===== config.mk =====
export PLATFORM = sky130hd
export DESIGN_NAME = igbt_pulse_sched
export DESIGN_NICKNAME = d
export VERILOG_FILES = /design/src/rtl/igbt_pkg.sv /design/src/rtl/igbt_pulse_chan.sv /design/src/rtl/igbt_pulse_sched.sv
export SDC_FILE = /design/constraint.sdc
export NUM_CORES = 1
export LEC_CHECK = 0
export ABC_CLOCK_PERIOD_IN_PS = 9650
export CORE_UTILIZATION = 55
export DETAILED_ROUTE_END_ITERATION = 8
export PLACE_DENSITY = 0.74
export SLEW_MARGIN = 20
export SYNTH_ARGS = -nofsm -noshare
export SYNTH_HDL_FRONTEND = slang
export SYNTH_SLANG_ARGS = --single-unit

===== constraint.sdc =====
create_clock -name sys_clk -period 9.65 [get_ports sys_clk]
set_input_delay 1.93 -clock sys_clk [delete_from_list [all_inputs] [get_ports sys_clk]]
set_output_delay 1.93 -clock sys_clk [all_outputs]
set_load 0.005 [all_outputs]

===== src/rtl/igbt_pkg.sv =====
// Shared types and default timing constants for the IGBT pulse scheduler.
package igbt_pkg;

  localparam int CLK_PER_US_DEF = 50;
  localparam int ACK_US_DEF     = 2;

  typedef enum logic [1:0] {
    IDLE,
    ON,
    OFF_WAIT,
    FAULT
  } chan_state_t;

endpackage


===== src/rtl/igbt_pulse_chan.sv =====
// One gate-drive channel: timed on-pulse, status acknowledge supervision and fault latch.
module igbt_pulse_chan
  import igbt_pkg::*;
#(
  parameter int TW     = 24,
  parameter int ACK_US = ACK_US_DEF
) (
  input  logic          sys_clk,
  input  logic          sys_rst_n,
  input  logic          tick,
  input  logic          start,
  input  logic [TW-1:0] on_us,
  input  logic          abort,
  input  logic          status,
  input  logic          fault_clr,
  output logic          en,
  output logic          busy,
  output logic          fault,
  output logic          done_pulse
);

  localparam int AW = $clog2(ACK_US + 1);
  localparam logic [AW-1:0] ACK_MAX = AW'(ACK_US);

  chan_state_t   state, state_nxt;
  logic [TW-1:0] on_cnt, on_cnt_nxt;
  logic [AW-1:0] ack_cnt, ack_cnt_nxt, ack_inc;
  logic          seen, seen_nxt;
  logic          done_nxt;

  always_ff @(posedge sys_clk or negedge sys_rst_n) begin
    if (!sys_rst_n) begin
      state      <= IDLE;
      on_cnt     <= '0;
      ack_cnt    <= '0;
      seen       <= 1'b0;
      done_pulse <= 1'b0;
    end else begin
      state      <= state_nxt;
      on_cnt     <= on_cnt_nxt;
      ack_cnt    <= ack_cnt_nxt;
      seen       <= seen_nxt;
      done_pulse <= done_nxt;
    end
  end

  // Ack counter value including this cycle's tick, so the window closes on the tick itself.
  always_comb begin
    ack_inc = ack_cnt;
    if (tick && ack_cnt != ACK_MAX) ack_inc = ack_cnt + 1'b1;
  end

  always_comb begin
    state_nxt   = state;
    on_cnt_nxt  = on_cnt;
    ack_cnt_nxt = ack_cnt;
    seen_nxt    = seen;
    done_nxt    = 1'b0;
    case (state)
      IDLE: begin
        if (status) begin
          state_nxt = FAULT;
        end else if (start) begin
          if (on_us == '0) begin
            done_nxt = 1'b1;
          end else begin
            state_nxt   = ON;
            on_cnt_nxt  = on_us;
            ack_cnt_nxt = '0;
            seen_nxt    = 1'b0;
          end
        end
      end
      ON: begin
        if (tick && on_cnt != '0) on_cnt_nxt = on_cnt - 1'b1;
        if (!seen) ack_cnt_nxt = ack_inc;
        if (status) seen_nxt = 1'b1;
        // Status dropping after it rose, or never rising within the window, is a fault.
        if ((seen && !status) || (!seen && !status && ack_inc == ACK_MAX)) begin
          state_nxt = FAULT;
        end else if (abort || on_cnt_nxt == '0) begin
          state_nxt   = OFF_WAIT;
          ack_cnt_nxt = '0;
        end
      end
      OFF_WAIT: begin
        if (!status) begin
          state_nxt = IDLE;
          done_nxt  = 1'b1;
        end else begin
          ack_cnt_nxt = ack_inc;
          if (ack_inc == ACK_MAX) state_nxt = FAULT;
        end
      end
      FAULT: begin
        if (fault_clr && !status) state_nxt = IDLE;
      end
      default: state_nxt = IDLE;
    endcase
  end

  assign en    = (state == ON);
  assign busy  = (state != IDLE);
  assign fault = (state == FAULT);

endmodule


===== src/rtl/igbt_pulse_sched.sv =====
// Command-side IGBT pulse scheduler: shared µs prescaler, request decode and per-channel supervisors.
module igbt_pulse_sched
  import igbt_pkg::*;
#(
  parameter int NCH        = 5,
  parameter int CLK_PER_US = CLK_PER_US_DEF,
  parameter int TW         = 24,
  parameter int ACK_US     = ACK_US_DEF
) (
  input  logic           sys_clk,
  input  logic           sys_rst_n,
  input  logic           cmd_valid,
  output logic           cmd_ready,
  input  logic [2:0]     cmd_ch,
  input  logic [TW-1:0]  cmd_on_us,
  input  logic           abort,
  output logic [NCH-1:0] IGBT_on_EN,
  input  logic [NCH-1:0] IGBT_status,
  output logic [NCH-1:0] busy,
  output logic [NCH-1:0] done_pulse,
  output logic [NCH-1:0] fault,
  input  logic           fault_clr,
  output logic           cmd_err
);

  localparam int PW = (CLK_PER_US > 1) ? $clog2(CLK_PER_US) : 1;
  localparam logic [PW-1:0] PRESC_MAX = PW'(CLK_PER_US - 1);

  logic [PW-1:0]  presc;
  logic           tick;
  logic           ch_oor;
  logic           sel_free;
  logic           accept;
  logic [NCH-1:0] start;

  always_ff @(posedge sys_clk or negedge sys_rst_n) begin
    if (!sys_rst_n)   presc <= '0;
    else if (tick)    presc <= '0;
    else              presc <= presc + 1'b1;
  end

  assign tick = (presc == PRESC_MAX);

  // Out-of-range requests are always taken so the requester never stalls; they are dropped.
  assign ch_oor = ({1'b0, cmd_ch} >= 4'(NCH));

  always_comb begin
    sel_free = 1'b0;
    start    = '0;
    for (int i = 0; i < NCH; i++) begin
      if (cmd_ch == 3'(i)) begin
        sel_free = !busy[i] && !fault[i];
        start[i] = accept && !ch_oor;
      end
    end
  end

  assign cmd_ready = !abort && (ch_oor || sel_free);
  assign accept    = cmd_valid && cmd_ready;

  always_ff @(posedge sys_clk or negedge sys_rst_n) begin
    if (!sys_rst_n) cmd_err <= 1'b0;
    else            cmd_err <= accept && ch_oor;
  end

  for (genvar g = 0; g < NCH; g++) begin : g_chan
    igbt_pulse_chan #(
      .TW     (TW),
      .ACK_US (ACK_US)
    ) u_chan (
      .sys_clk    (sys_clk),
      .sys_rst_n  (sys_rst_n),
      .tick       (tick),
      .start      (start[g]),
      .on_us      (cmd_on_us),
      .abort      (abort),
      .status     (IGBT_status[g]),
      .fault_clr  (fault_clr),
      .en         (IGBT_on_EN[g]),
      .busy       (busy[g]),
      .fault      (fault[g]),
      .done_pulse (done_pulse[g])
    );
  end

endmodule

Word level (Yosys, flattened, before mapping)

Cells that the tools add are included.

Word-level logic and storage cells: 404
Flip-flop bits (word level): 157
Output and inout bits: 22
Bits of input ports: 37

Reductions and logical operators: 124
Add/subtract/negate cells: 11
Multiplexer cells: 161
Eq/ne operators: 80
Magnitude comparators: 1

Operators with widths:

| cell                                                   | count |
|---|---|
| two-way mux 24 bit                                     | 21 |
| case mux 24 bit (2 select lines)                       | 5 |
| zero test 24 bit                                       | 6 |
| two-way mux 2 bit                                      | 72 |
| nonzero test 24 bit                                    | 5 |
| subtractor 24 x 1 -> 24 bit (second input constant)    | 5 |
| AND reduction 5 bit                                    | 15 |
| inequality test 2 bit (second input constant)          | 30 |
| two-way mux 1 bit                                      | 42 |
| case mux 2 bit (4 select lines)                        | 5 |
| logical AND 1 bit                                      | 39 |
| == test 2 bit (second input constant)                  | 15 |
| inequality test 3 x 2 -> 1 bit (second input constant) | 10 |
| inequality test 3 bit (second input constant)          | 10 |
| case mux 2 bit (3 select lines)                        | 5 |
| zero test 1 bit                                        | 22 |
| case mux 1 bit (2 select lines)                        | 10 |
| AND reduction 4 bit                                    | 5 |
| nonzero test 2 bit                                     | 10 |
| nonzero test 3 bit                                     | 5 |
| logical OR 1 bit                                       | 11 |
| adder 2 x 1 -> 2 bit (second input constant)           | 5 |
| == test 2 x 1 -> 1 bit (second input constant)         | 5 |
| zero test 2 bit                                        | 5 |
| other kinds (9)                                        | 14 |

Logic depth before layout (Yosys ltp)

Depth in word-level cells: 16
Depth in mapped cells: 13
Depth with buffers taken out: 11

Hierarchy

From an unflattened synthesis, not the netlist that was laid out.

Cells, all modules: 1784
Area, all modules: 13685.6 µm²

Modules (own cells, without submodules):

| module                                 | cells each | area each (µm²) | instances | sequential area each (µm²) |
|---|---|---|---|---|
| igbt_pulse_chan (g_chan[0].u_chan ...) | 318        | 2503.7          | 3         | 750.7 |
| igbt_pulse_chan (g_chan[4].u_chan)     | 428        | 3025.4          | 1         | 750.7 |
| igbt_pulse_chan (g_chan[3].u_chan)     | 358        | 2716.4          | 1         | 750.7 |
| igbt_pulse_sched                       | 44         | 432.9           | 1         | 175.2 |

Worst setup path before layout

OpenSTA, ideal clock, no wires.

Path kind: input to output
Start point: in cmd_ch[0]
End point: out cmd_ready
Data arrival time: 2877 ps
Path buffers: 1
Data required time: 7720 ps
Path slack: 4843 ps
Stages on the path: 3
Path through: clkbuf_1 -> mux4_2 -> o21a_1

Word-level cells in the longest chain between the ends: 8
Elaborated cells between the ends (all ways): 13
Those cells by class: 1 x order compare; 4 x eq/ne; 5 x mux; 3 x reduce/logical

RTL lines:

| what                            | line                   | text |
|---|---|---|
| start: declaration              | igbt_pulse_sched.sv:14 | `input logic [2:0] cmd_ch,` |
| zero test 3 bit                 | igbt_pulse_sched.sv:51 | `if (cmd_ch == 3'(i)) begin` |
| two-way mux 1 bit (5 in series) | igbt_pulse_sched.sv:51 |  |
| logical OR 1 bit (*)            | igbt_pulse_sched.sv:58 | `assign cmd_ready = !abort && (ch_oor \|\| sel_free);` |
| logical AND 1 bit (*)           | igbt_pulse_sched.sv:58 |  |
| end: declaration                | igbt_pulse_sched.sv:13 | `output logic cmd_ready,` |

Every way passes the cells marked *; elsewhere a longest branch is shown, timed or not.

Worst setup path after layout

Start point: in abort
End point: out cmd_ready

Word-level cells in the longest chain between the ends: 2

RTL lines:

| what               | line                   | text |
|---|---|---|
| start: declaration | igbt_pulse_sched.sv:16 | `input logic abort,` |
| zero test 1 bit    | igbt_pulse_sched.sv:58 |  |
| logical AND 1 bit  | igbt_pulse_sched.sv:58 |  |

No other way between the ends.

==> run summary <==
## Clock tree
* 2 — number of buffers between clock root and the deepest sink
* 440 ps — clock network latency to the later pin of the worst-skew pair
* 0 — postcts setup bufs
* 17 — clock buffers created by TritonCTS
* 0 — count of instances resized after the clock tree is built
* sky130_fd_sc_hd__clkbuf_16 — master cell of the clock root buffer
* 4 — number of levels in the clock H-tree
* 157 — TritonCTS sink count
* 0 — hold_buf cts
* 70 ps — clock transition at the registers of the reported paths
* yes — TritonCTS clock tree

## Routing
* 12457 — number of vias after detailed routing
* 37960 µm — total detailed-routing wirelength
* 16450 µm — routed metal-1 wirelength
* 3017 µm — Met3 Wirelength
* 1213 — number of DRC violations after detailed-routing iteration 0
* 0 — DRT antenna net count
* 6.863 — number of vias per cell
* met4 — highest layer used for signal routing
* 20.91 µm — Routed WL per cell
* 5 — iteration count of the initial detailed-routing pass
* 0 — post-route DRC violation count
* 16970 µm — amount of wire on met2 after detailed routing

## Cells and area
* sky130_fd_sc_hd__a21oi_1 — most common cell after layout, fill and taps aside
* 1597 — Net count, final
* 0 — ant diodes
* sky130_fd_sc_hd__a21oi_1 (183), sky130_fd_sc_hd__dfrtp_1 (157), sky130_fd_sc_hd__o21ai_0 (119) — top library cells by usage in the layout, fill and taps aside
* 0.07296 — fraction of layout instances using a drive strength above 1
* 0.01348 mm² — final instance area
* 9.939% — Layout area overhead

## Job
* 0 — number of maximum-capacitance violations

## Die
* 0.02289 mm² — area of the die
* 0.5619 — initial core utilization
* 59 — IO Pins
* 151.3 µm — Die Span Y
* 54 — std cell rows
* 151.3 µm — die width
* 0.02182 mm² — area of the core

## Critical path
* 13 — Critical Path Fanout Max
* 7720 ps — Req. time, crit path
* sky130_fd_sc_hd__clkdlybuf4s50_1 — library cell contributing the largest single delay on the critical path
* in -> out — critical path type
* input port — CP startpoint kind
* clkdlybuf4s50_1, a31oi_1, o21a_1, clkdlybuf4s50_1 — chain of cells forming the critical path
* sky130_fd_sc_hd__clkdlybuf4s50_1 — most repeated library cell on the critical path
* primary output — element type at the critical path end
* 3770 ps — arrival time of the worst setup path
* 800 ps — CP peak stage delay

## STA
* 0 — setup violation total in the final timing report
* 959.2 ps — Worst Tran Pin Value
* 5705 ps — final critical delay including setup and external delays
* 0 — total count of max-transition violations in the final report
* 175.3 MHz — fmax
* 0 ps — final setup TNS
* 502.3 ps — final hold slack
* no — setup repair after global routing missed its margin
* 9.904 ps — largest clock skew in the final design
* 0.5911 — ratio of final minimum period to clock period
* 0.3562 — Max transition margin
* 0 — Final Hold Fails

## Power
* 337.3 mW/mm² — Pwr per Cell Area
* 0.177 — share of total power in the clock network
* 5.036 nW — total leakage power
* 0.319 — fraction of power consumed by sequential logic
* 4.547 mW — total design power
* 2.420 mW — total internal power
* 0.4678 — Sw Ratio
* 0.0001757 V — worst vdd rail ir drop
* 2.127 mW — net switching power
* 0.504 — Comb power frac

## Global route
* 0.3406 — total track usage
* 1 — antenna violations before repair
* 60250 µm — wire length of the first global-routing pass
* 11341 — vias in the first global route
* 84 — maximum number of pins on one net before global-route repair
* 0 — total overflow reported by the global router

## Hold path
* reg -> reg — class of the most critical hold timing path

## Synthesis
* 91 — number of distinct library cells after synthesis
* 1622 — Net Count, Synth
* 0.01226 mm² — post-synthesis instance area
* 0 — count of flip-flops with a built-in enable after synthesis
* 7.926 µm² — mean cell area of the mapped netlist
* 0.3204 — sequential share of the synthesized area
* 1547 — cells after synthesis
* sky130_fd_sc_hd__dfrtp_1 — predominant post-synthesis flop cell
* 157 — post-synthesis sequential element count
* 1.000 — fraction of synthesis flops using an asynchronous set or reset pin
* 0 — total of warnings raised by yosys

## Placed design
* 0.01278 mm² — placement-stage cell area
* 25800 µm — half-perimeter wire length of the detailed placement result
* 58 — count of buffers from port buffering
* 0.9577 — placer's final routability congestion estimate

## Status
* complete, no violations — status

==> worst max-delay path, delay by kind of cell <==
kind                   cells  cell delay [ps]
buffers and inverters      2             1300
AO/OA/AOI/OAI              2              550
==> cell families (layout without fill, tap and decap cells) <==
group | Yosys count | after routing | share of synthesized area
xor+xnor | 32 | 32 | 0.02286
simple gates | 560 | 560 | 0.2508
mux | 25 | 25 | 0.02245
flops | 157 | 157 | 0.3204
buf+inv | 176 | 164 | 0.06245
compound gates | 559 | 559 | 0.2822
fa+ha+maj | 38 | 38 | 0.03878
==> power by group through the flow <==
stage	Clock, mW	Combinational (mW)	Sequential [mW]
final	0.807	2.29	1.45
after global routing	0.842	2.54	1.51
after CTS	0.815	2.26	1.43
after detailed placement	0	2.24	1.43
after global placement	0	2.18	1.42
after floorplan	0	1.89	1.24
==> flip-flops by register name (all words and copies together), names as in the netlist <==
name                      cells
g_chan.u_chan.seen            5
g_chan.u_chan.ack_cnt        10
g_chan.u_chan.done_pulse      5
g_chan.u_chan.on_cnt        120
cmd_err                       1
g_chan.u_chan.state          10
presc                         6
==> cell usage after synthesis, types with 38 or more instances <==
cell	instances	area, µm²
sky130_fd_sc_hd__nor3_1	47	235.2
sky130_fd_sc_hd__nor2_1	110	412.9
sky130_fd_sc_hd__clkbuf_1	77	289.0
sky130_fd_sc_hd__dfrtp_1	157	3929
sky130_fd_sc_hd__inv_1	60	225.2
sky130_fd_sc_hd__a21oi_1	183	915.9
sky130_fd_sc_hd__ha_1	38	475.5
sky130_fd_sc_hd__nor4_1	42	262.8
sky130_fd_sc_hd__nand2_1	85	319.1
sky130_fd_sc_hd__o22ai_1	95	594.3
sky130_fd_sc_hd__nand3_1	105	525.5
sky130_fd_sc_hd__o21ai_0	120	600.6
==> metal layers <==
metal / GRT usage / up-vias
li1: - / 5844
met1: 0.4564 / 5992
met2: 0.5276 / 529
met3: 0.06416 / 92
met4: 0.1625 / 0
met5: 0 / -
==> final cells by class <==
cell class,count,area (µm²)
Clock inverter,15,265.3
Tap cell,280,350.3
Sequential cell,157,3929
Fill cell,1909,8343
Inverter,60,225.2
Timing Repair Buffer,72,690.7
Clock buffer,17,425.4
Multi-Input combinational cell,1214,7595
==> stage by stage <==
stage,util,setup slack [ps],std cells
floorplan,-,4843,1547
global route,0.6177,3870,1815
finish,0.6177,3945,1815
CTS,0.6174,3982,1815
detailed placement,0.5858,3991,1783
global placement,0.5858,3993,1783
==> final timing paths <==
check	startpoint	endpoint	slack, ps	depth (start not counted)
setup / recovery	abort	cmd_ready	3950	4
hold reg to reg	presc[0]	presc[0]	500	1
min in group asynchronous	sys_rst_n	g_chan[1].u_chan.on_cnt[18]	1540	1
setup reg to reg	presc[1]	g_chan[4].u_chan.state[1]	5310	10
hold / removal	presc[0]	presc[0]	500	1
max in group asynchronous	sys_rst_n	g_chan[2].u_chan.on_cnt[2]	6960	2
(Power assumes the default switching activity.)
